--- config.mk ---
export PLATFORM = sky130hd
export DESIGN_NAME = inst_fetch_bridge
export DESIGN_NICKNAME = d
export VERILOG_FILES = /design/src/rtl/inst_fetch_bridge.sv
export SDC_FILE = /design/constraint.sdc
export NUM_CORES = 1
export LEC_CHECK = 0
export BUFFER_PORTS_ARGS = -buffer_cell sky130_fd_sc_hd__buf_2
export CORE_UTILIZATION = 30
export CTS_CLUSTER_DIAMETER = 200
export DETAILED_ROUTE_END_ITERATION = 10
export MAX_ROUTING_LAYER = met4
export PLACE_DENSITY_LB_ADDON = 0.1
export SYNTH_ARGS = -nofsm -noshare
export SYNTH_HDL_FRONTEND = slang
export SYNTH_SLANG_ARGS = --single-unit
--- constraint.sdc ---
create_clock -name clk -period 1.7 [get_ports clk]
set_input_delay 0.085 -clock clk [delete_from_list [all_inputs] [get_ports clk]]
set_output_delay 0.085 -clock clk [all_outputs]
set_load 0.005 [all_outputs]
--- src/rtl/inst_fetch_bridge.sv ---
// Byte-wide instruction memory to 32-bit fetch bridge: four big-endian beats per word with timeout.
// Optional last-hit word cache enabled by defining BRIDGE_LAST_HIT_EN.
`ifndef INST_ADDR_WIDTH
`define INST_ADDR_WIDTH 32
`endif
`ifndef INST_DATA_WIDTH
`define INST_DATA_WIDTH 32
`endif

module inst_fetch_bridge (
    input  logic                        clk,
    input  logic                        rst_n,
    input  logic                        rom_enable,
    input  logic [`INST_ADDR_WIDTH-1:0] rom_addr_in,
    output logic [`INST_DATA_WIDTH-1:0] rom_data_out,
    output logic                        inst_valid,
    output logic                        fetch_stall,
    output logic                        fetch_err,
    output logic                        mem_req,
    output logic [`INST_ADDR_WIDTH-1:0] mem_addr,
    input  logic                        mem_ack,
    input  logic [7:0]                  mem_rdata
);

    localparam int unsigned AW = `INST_ADDR_WIDTH;
    localparam logic [AW-1:0] WORD_MASK = {{(AW-2){1'b1}}, 2'b00};
    localparam logic [7:0] TIMEOUT_LAST = 8'd254;

    typedef enum logic [1:0] {IDLE, FETCH, DONE} state_t;

    state_t        state, state_nxt;
    logic [AW-1:0] base_q;
    logic [1:0]    beat_q;
    logic [7:0]    tout_q;
    logic [23:0]   word_q;
    logic          err_q;
    logic          hit;
    logic          beat_ack;
    logic          last_beat;
    logic          timeout;

`ifdef BRIDGE_LAST_HIT_EN
    logic                        tag_valid_q;
    logic [AW-1:0]               tag_q;
    logic [`INST_DATA_WIDTH-1:0] hit_word_q;

    assign hit = tag_valid_q && (tag_q == (rom_addr_in & WORD_MASK));
`else
    assign hit = 1'b0;
`endif

    assign beat_ack  = (state == FETCH) && mem_ack;
    assign last_beat = beat_ack && (beat_q == 2'd3);
    // Abort on the 255th consecutive FETCH cycle without an ack.
    assign timeout   = (state == FETCH) && !mem_ack && (tout_q == TIMEOUT_LAST);

    assign mem_req     = (state == FETCH);
    assign fetch_stall = (state == FETCH);
    assign inst_valid  = (state == DONE);
    assign fetch_err   = (state == DONE) && err_q;
    assign mem_addr    = base_q | {{(AW-2){1'b0}}, beat_q};

    always_ff @(posedge clk or negedge rst_n) begin
        if (!rst_n) state <= IDLE;
        else        state <= state_nxt;
    end

    always_comb begin
        state_nxt = state;
        case (state)
            IDLE:    if (rom_enable) state_nxt = hit ? DONE : FETCH;
            FETCH:   if (last_beat || timeout) state_nxt = DONE;
            DONE:    state_nxt = IDLE;
            default: state_nxt = IDLE;
        endcase
    end

    always_ff @(posedge clk or negedge rst_n) begin
        if (!rst_n) begin
            base_q       <= '0;
            beat_q       <= '0;
            tout_q       <= '0;
            word_q       <= '0;
            err_q        <= 1'b0;
            rom_data_out <= '0;
`ifdef BRIDGE_LAST_HIT_EN
            tag_valid_q  <= 1'b0;
            tag_q        <= '0;
            hit_word_q   <= '0;
`endif
        end else begin
            case (state)
                IDLE: begin
                    if (rom_enable) begin
                        base_q <= rom_addr_in & WORD_MASK;
                        beat_q <= '0;
                        tout_q <= '0;
                        err_q  <= 1'b0;
`ifdef BRIDGE_LAST_HIT_EN
                        if (hit) rom_data_out <= hit_word_q;
`endif
                    end
                end
                FETCH: begin
                    if (beat_ack) begin
                        word_q <= {word_q[15:0], mem_rdata};
                        beat_q <= beat_q + 2'd1;
                        tout_q <= '0;
                        if (last_beat) begin
                            rom_data_out <= {word_q, mem_rdata};
`ifdef BRIDGE_LAST_HIT_EN
                            tag_valid_q <= 1'b1;
                            tag_q       <= base_q;
                            hit_word_q  <= {word_q, mem_rdata};
`endif
                        end
                    end else begin
                        tout_q <= tout_q + 8'd1;
                        if (timeout) begin
                            rom_data_out <= '0;
                            err_q        <= 1'b1;
                        end
                    end
                end
                default: ;
            endcase
        end
    end

endmodule

* Word-level counts from Yosys, hierarchy flattened
Cells that the tools add are included.
** Operators by class
- Reduce and logical (&&, ||, !) cells :: 17
- Multiplexer cells :: 16
- Add/subtract/negate cells :: 2
- Equal/unequal tests :: 10
- Bitwise gates (word level) :: 1
** Operators with widths (count)
- 2-to-1 mux 32 bit :: 3
- bitwise OR 32 x 2 -> 32 bit :: 1
- 2-to-1 mux 8 bit :: 2
- case mux 8 bit (2 select lines) :: 1
- adder 8 x 1 -> 8 bit (second input constant) :: 1
- equality test 8 bit (second input constant) :: 1
- 2-to-1 mux 2 bit :: 4
- inequality test 2 x 1 -> 1 bit (second input constant) :: 4
- case mux 2 bit (2 select lines) :: 2
- AND reduction 2 bit :: 4
- AND reduction 3 bit :: 2
- logical AND 1 bit :: 5
- equality test 2 bit (second input constant) :: 2
- inequality test 2 bit (second input constant) :: 2
- AND reduction 4 bit :: 1
- nonzero test 2 bit :: 2
- 2-to-1 mux 1 bit :: 3
- adder 2 x 1 -> 2 bit (second input constant) :: 1
- equality test 2 x 1 -> 1 bit (second input constant) :: 1
- logical NOT 2 bit :: 1
- case mux 1 bit (2 select lines) :: 1
- logical NOT 1 bit :: 1
- logical OR 1 bit :: 1
** Storage, ports and cells
- Word-level logic and storage cells :: 53
- Flip-flop bits (word level) :: 99
- Output and inout port bits :: 68
- Input bits :: 44

* Depth between registers and ports, before layout
Gate-level depths: netlist (run 1).
- Word-level depth :: 6
- Mapped depth :: 6

* Worst setup path before layout (run 1)
No wires, ideal clock.
- Path type :: reg-to-reg
- Start point :: register state[1]
- End point :: register base_q[24]
- Required time :: 1.575 ns
- Stages on the path, launching flop included :: 5
- Arrival time :: 1.403 ns
- Period minus slack after synthesis :: 1.528 ns
- Library setup time :: 0.125 ns
- Slack :: 0.172 ns
- Cells stage by stage :: dfrtp_1 > buf_6 > nor3b_2 > buf_2 > mux2_2
** Between the ends
- Longest elaborated chain between the ends :: 2
** Ends and longest elaborated chain
- from (decl) :: RTL line 31 : state_t state, state_nxt;
- from (signal assigned) :: RTL line 65 : else state <= state_nxt;
- logical NOT 2 bit :: RTL line 92 : case (state)
- AND reduction 2 bit (no source line)
- to (signal assigned) :: RTL line 95 : base_q <= rom_addr_in & WORD_MASK;
- to (decl) :: RTL line 32 : logic [AW-1:0] base_q;
No other way between the ends.
A chain may end at the register's enable or synchronous reset.

* Worst setup path in the final report (run 1)
- Start point :: register state[0]
- End point :: register base_q[12]
Same word-level chain as after synthesis.

==> impl_metrics.tcl, run 1 <==
set metrics [dict create \
    cp_data_arrival_time_ns 1.75 \
    fp.dieArea_um2 13800 \
    rows 41 \
    setup_tns_ns 0 \
    grt_pass1_vias 2957 \
    power_mw 8.85 \
    totalWireLength_mm 8.93 \
    cts_max_level 3 \
    clockPowerShare_pct 23.4 \
    route.detailed.drc 0 \
    vias_per_cell 4.52 \
    setup_violations 0 \
    endpoint_kind "register" \
    grt_overflow_total 0 \
    path_class "register to register" \
    clk_path_buf_depth 2 \
    path_clk_slew_ns 0.06 \
    root_buffer "clkbuf_16" \
    rsz0062_at_grt "false" \
    start_kind "register" \
    crit_required_ns 1.92 \
    place_area_um2 4810 \
    antenna_cells 0 \
    synthMuxAreaShare_pct 15.7 \
    status "finished, final reports clean" \
    synthSimpleGateAreaFrac_pct 7.36 \
    hold_end "tout_q[1]$_DFFE_PN0P_" \
    tritoncts "yes" \
    period_minus_slack_ns 1.53 \
    die_h_um 117 \
    start_util_pct 31.1 \
    fin_nets 494 \
    hp-class "input port to register" \
    avgSynthCellArea_um2 13.6 \
    hold_buffers 39 \
    hold_violations 0 \
    drtIter0Drc 87 \
    synth_area_um2 3990 \
    grt_first_pass_wirelength_mm 15.0 \
    reg2reg_slack_ns 0.17 \
    seq_power_share_pct 45.5 \
    synthCells 293 \
    antenna_found_initial 0 \
    core_um2 12800 \
    r2r-start "state[0]$_DFFE_PN0P_" \
    ant_nets 0 \
    drtPass1Iterations 4 \
    cts_resized 0 \
    synth_top_area_share_pct 62.0 \
    hold_start "mem_ack" \
    synth_top_family_by_area "multiplexers" \
    finalInstanceArea_um2 5510 \
    power.switching_mw 2.60 \
    clock.fmax_ghz 0.653 \
    maxCapViolations 0 \
    synthTopCellsByArea "dfrtp_1, mux2_2, o2bb2ai_1" \
    power_density_nw_per_um2 1610 \
    post-dp-hpwl_mm 5.98 \
    tritoncts.num_buffers 9 \
    grt_max_degree 59 \
    reg2reg_to "base_q[12]$_DFFE_PN0P_" \
    period_share_pct 90.1 \
    gp_congestion 0.731 \
    drive_gt1_share_pct 43.8 \
    track_usage_pct 14.4 \
    synth_top_area_cell "dfrtp_1" \
    max_slew_margin_pct 74.0 \
    yosysSeqAreaShare_pct 62.0 \
    intPower_mw 6.24 \
    area_delta_synth_final_pct 38.0 \
    synthAdderAreaFrac_pct 0.940 \
    vdd_ir_drop_max_v 0.000766 \
    critPathMaxFanout 30 \
    skew_ns 0.00853 \
    yosys_warnings 0 \
    syn_nets 340 \
    synth_xor_area_share_pct 0 \
    postCtsSetupRepairBufs 0 \
    ys_ff_latch 99 \
    worst_pin_slew_ns 0.389 \
    fillers 1251 \
    io_buffers 109 \
    switching_share_pct 29.4 \
    clk_latency_ns 0.34 \
    p_leak_nw 2.53 \
    combPwrFrac_pct 31.1 \
    slew_viol_final 0 \
    synth_cell_type_count 31 \
    synth_compound_gate_area_share_pct 10.5 \
    cts_sinks 99 \
    wire_per_inst_um 14.3 \
    die_w_um 117 \
    num_io_pins 112 \
    reg2regPathDepth 3 \
    vias 2823 \
    hold_path_depth 2 \
]
[flip-flops by register name (all words and copies together) (netlist names)]
| register | cells |
|---|---|
| base_q | 30 |
| beat_q | 2 |
| err_q | 1 |
| rom_data_out | 32 |
| state | 2 |
| tout_q | 8 |
| word_q | 24 |
[through the flow]
step / std cells / setup slack, ns / utilization (%) / hold WS, ns
CTS: 624 / 0.144 / 43.0 / 0.0575
floorplan: 293 / 0.172 / - / -0.211
finish: 624 / 0.168 / 43.0 / 0.0703
global route: 624 / 0.0824 / 43.0 / 0.0844
global placement: 569 / 0.155 / 37.5 / -0.0517
detailed placement: 569 / 0.167 / 37.5 / -0.0536
[worst max-delay path by stage]
stage / to / depth (start not counted) / from / slack, ns
final: base_q[12]$_DFFE_PN0P_ / 3 / state[0]$_DFFE_PN0P_ / 0.17
after global routing: base_q[18]$_DFFE_PN0P_ / 3 / state[0]$_DFFE_PN0P_ / 0.08
after CTS: base_q[12]$_DFFE_PN0P_ / 3 / state[0]$_DFFE_PN0P_ / 0.14
after detailed placement: base_q[21]$_DFFE_PN0P_ / 3 / state[0]$_DFFE_PN0P_ / 0.17
after global placement: base_q[31]$_DFFE_PN0P_ / 3 / state[0]$_DFFE_PN0P_ / 0.15
after floorplan: base_q[24]$_DFFE_PN0P_ / 4 / state[1]$_DFFE_PN0P_ / 0.17
[layout make-up]
cell class / count / area [um^2] / area share (%)
Clock buffer: 13 / 260 / 4.72
Clock inverter: 3 / 46.3 / 0.840
Inverter: 3 / 11.3 / 0.204
Multi-Input combinational cell: 172 / 1400 / 25.3
Sequential cell: 99 / 2480 / 44.9
Tap cell: 172 / 215 / 3.90
Timing Repair Buffer: 162 / 1110 / 20.1
[cells in the final DEF (no fill, tap or decap), types with 2 or more instances in the layout]
cell             n
nand3_1          2
buf_2          108
o21ai_0          5
or4_1            4
o31ai_1          6
ha_1             3
mux2i_1          2
mux2_2          54
buf_12           5
clkbuf_8         2
nand2_1         39
nand4b_1         2
nor2_1           2
clkbuf_16        9
dlygate4sd3_1   39
nand2b_1         4
inv_1            2
dfrtp_1         99
a21oi_1          5
buf_4           10
clkbuf_1         2
o2bb2ai_1       32
[logic make-up after synthesis]
kind of cell | count (synthesis)
AO/OA/AOI/OAI | 52
AND/OR/NAND/NOR | 61
adder cells (fa/ha/maj) | 3
multiplexers | 56
buffers and inverters | 22
flip-flops | 99
[cells in the mapped netlist, drive strengths merged]
cell type and instances:
nand2 40, nor2b 1, o2bb2ai 32, dfrtp 99, o21ba 1, o211ai 1, nand2b 4, nand4b 2
o21bai 1, nor2 3, mux2i 2, nand4 1, ha 3, nor3b 1, inv 3, and2 1
nor3 1, mux2 54, or3 1, o31ai 6, o21ai 5, buf 15, nand3 2, clkbuf 4
or4 4, a21oi 5, o32ai 1
[power by group through the flow]
stage	clock (mW)	sequential, mW	combinational, mW
3_3_place_gp	0	4.06	2.72
4_1_cts	2.16	4.05	2.81
3_5_place_dp	0	4.09	2.74
2_1_floorplan	0	4.03	1.52
6_report	2.07	4.03	2.75
5_1_grt	2.27	4.21	3.06
[critical path: stages (launching register included)]
cell and delay, ns:
dfrtp_1 0.50, nor3b_4 0.31, buf_12 0.23, mux2_2 0.35
[metal layers]
layer,vias up,wire (um),global-route usage (%)
met5,-,0,-
met4,0,124,5.11
met1,1376,3930,16.7
met3,9,411,3.79
met2,81,4460,23.8
li1,1357,-,-
No activity file was read; power rests on OpenSTA's default activity.
==> run 2: changes to the inputs <==
--- a/config.mk
+++ b/config.mk
@@ -5,6 +5,7 @@
 export SDC_FILE = /design/constraint.sdc
 export NUM_CORES = 1
 export LEC_CHECK = 0
+export ABC_AREA = 1
 export BUFFER_PORTS_ARGS = -buffer_cell sky130_fd_sc_hd__buf_2
 export CORE_UTILIZATION = 30
 export CTS_CLUSTER_DIAMETER = 200
==> constraint.sdc (replaced) <==
create_clock -name clk -period 1.7 [get_ports clk]
set_input_delay 0.425 -clock clk [delete_from_list [all_inputs] [get_ports clk]]
set_output_delay 0.425 -clock clk [all_outputs]
set_load 0.005 [all_outputs]
==> run 2 against run 1 <==
Register-to-register slack improved by 0.12 ns. Via count rose by 21%. Global-route usage rose by 2.2 points. Non-clock buffer count fell by 33. Setup slack got worse by 0.11 ns. Core utilization fell by 3.9 points. Sequential share of layout area rose by 2.8 points. Combinational power barely moved. Area after synthesis rose by 2.7%. Sequential power fell by 3%. Sequential cell count did not move. Clock power fell by 8%. Critical endpoint is now mem_req.
==> impl_metrics.tcl, run 2 <==
set metrics [dict create \
    avgSynthCellArea_um2 8.98 \
    yosysSeqAreaShare_pct 60.4 \
    clockPowerShare_pct 22.3 \
    root_buffer "clkbuf_16" \
    hp-class "input port to async pin" \
    status "finished, final reports clean" \
    hold_violations 0 \
    power_density_nw_per_um2 1650 \
    die_h_um 119 \
    period_share_pct 96.7 \
    reg2regPathDepth 8 \
    grt_first_pass_wirelength_mm 17.7 \
    synthCells 457 \
    path_class "register to output pin" \
    top_regs "rom_data_out x32, base_q x30, word_q x24" \
    synth_edf_count 0 \
    fin_nets 616 \
    clock.fmax_ghz 0.608 \
    totalWireLength_mm 10.5 \
    combPwrFrac_pct 31.9 \
    synth_most_common_cell "nand2_1" \
    hold_buffers 0 \
    slew_viol_final 0 \
    route.detailed.drc 0 \
    reg2reg_slack_ns 0.29 \
    synth_top_area_cell "dfrtp_1" \
    drtIter0Drc 183 \
    max_slew_margin_pct 68.5 \
    r2r-start "tout_q[0]$_DFFE_PN0P_" \
    largest_reg_flops 32 \
    p_leak_nw 2.83 \
    intPower_mw 5.58 \
    cp_data_arrival_time_ns 1.22 \
    rows 42 \
    maxCapViolations 0 \
    drive_gt1_share_pct 26.9 \
    post-dp-hpwl_mm 7.38 \
    worst_pin_slew_ns 0.473 \
    seq_power_share_pct 45.8 \
    setup_tns_ns 0 \
    cts_sinks 99 \
    synth_area_um2 4100 \
    clk_latency_ns 0.35 \
    synth_top_area_share_pct 60.4 \
    setup_violations 0 \
    skew_ns 0.00868 \
    yosys_warnings 0 \
    grt_max_degree 34 \
    endpoint_kind "output pin" \
    layout_commonest_cell "nand2_1" \
    core_um2 13300 \
    reg2reg_to "rom_data_out[29]$_DFFE_PN0P_" \
    tritoncts "yes" \
    place_ws_ns 0.217 \
    die_w_um 119 \
    track_usage_pct 16.6 \
    grt_pass1_vias 3340 \
    start_util_pct 30.9 \
    ant_nets 0 \
    grt_overflow_total 0 \
    critPathMaxFanout 5 \
    vdd_ir_drop_max_v 0.000516 \
    setup_ws_ns 0.0566 \
    power_mw 8.56 \
    vias_per_cell 4.57 \
    clk_path_buf_depth 2 \
    crit_required_ns 1.27 \
    antenna_cells 0 \
    path_clk_slew_ns 0.06 \
    gp_congestion 0.825 \
    power.switching_mw 2.98 \
    synth_ff_type "dfrtp_1" \
    final_cell_mix "nand2_1, buf_2, dfrtp_1" \
    top_register "rom_data_out" \
    fp.dieArea_um2 14100 \
    tritoncts.num_buffers 9 \
    switching_share_pct 34.8 \
    syn_nets 504 \
    synth_cell_type_count 22 \
    area_delta_synth_final_pct 26.6 \
    rsz0062_at_grt "false" \
    vias 3416 \
    antenna_found_initial 0 \
    wire_per_inst_um 14.1 \
    netlist_top_cells_count "nand2_1, dfrtp_1, nand3_1" \
    start_kind "register" \
    io_buffers 109 \
    drtPass1Iterations 4 \
    ys_async_sr_fraction_pct 100 \
    ys_ff_latch 99 \
    num_io_pins 112 \
    period_minus_slack_ns 1.64 \
    cts_max_level 3 \
    synthTopCellsByArea "dfrtp_1, nand2_1, nand4_1" \
]
run 2: changes by cell type in the layout (fill, tap and decap cells not counted), moves of 7 or more:
cell,before,now
inv_1,2,20
dlygate4sd3_1,39,0
o21ai_1,0,9
nor2_1,2,13
nand3_1,2,38
o21ai_0,5,14
o2bb2ai_1,32,0
nand4_1,1,34
mux2_2,54,0
nand2_1,39,185
buf_4,10,17
run 2: worst max-delay path by stage:
stage	to	cells after the start	from	slack, ns
2_1_floorplan	mem_req	4	state[0]$_DFFE_PN0P_	0.21
3_3_place_gp	rom_data_out[16]$_DFFE_PN0P_	7	mem_ack	0.23
3_5_place_dp	rom_data_out[6]$_DFFE_PN0P_	7	mem_ack	0.22
4_1_cts	mem_req	3	state[0]$_DFFE_PN0P_	0.03
5_1_grt	mem_req	3	state[0]$_DFFE_PN0P_	0.007
6_report	mem_req	3	state[0]$_DFFE_PN0P_	0.06
run 2: logic make-up after synthesis:
logic type                 count (synthesis)  share of synthesized area, %
and+or+nand+nor                          279                          29.6
buffers and inverters                     51                          5.98
DFF                                       99                          60.4
adders and majority gates                  3                         0.915
AOI/OAI and AO/OA                         25                          3.11
run 2: what timing repair did:
action,CTS,global route
buffers inserted,0,0
hold endpoints to repair,0,0
gates resized for setup,2,3
setup endpoints to repair,2,3
run 2: layout make-up:
type	instances	area, um^2
Clock buffer	12	256
Clock inverter	2	12.5
Fill cell	1362	8100
Inverter	23	87.6
Multi-Input combinational cell	307	1390
Sequential cell	99	2480
Tap cell	176	220
Timing Repair Buffer	129	748
run 2: critical path, cell delays in order (launching register included):
cell and delay [ns]:
dfrtp_2 0.45, nand2_4 0.14, clkinv_2 0.13, buf_2 0.15
run 2: through the flow:
step	std cells	hold WS [ns]	area [um^2]	util [%]
5_1_grt	748	0.0572	5190	39.1
6_report	748	0.0363	5190	39.1
3_3_place_gp	734	0.414	4910	36.9
3_5_place_dp	734	0.418	4910	36.9
4_1_cts	748	0.0442	5190	39.0
2_1_floorplan	457	0.129	4100	-
run 2: power by group through the flow:
stage | Sequential, mW | Combinational, mW | Clock [mW]
after global placement | 3.93 | 2.75 | 0
after CTS | 3.92 | 2.80 | 1.97
final | 3.92 | 2.73 | 1.90
after floorplan | 3.95 | 1.43 | 0
after detailed placement | 3.96 | 2.78 | 0
after global routing | 4.06 | 3.17 | 2.07
run 2: per-layer routing:
metal	GRT usage, %	wire (um)	vias up
met5	-	0	-
met4	7.12	158	0
met3	2.83	466	12
met2	23.7	4770	104
met1	23.2	5130	1597
li1	-	-	1703
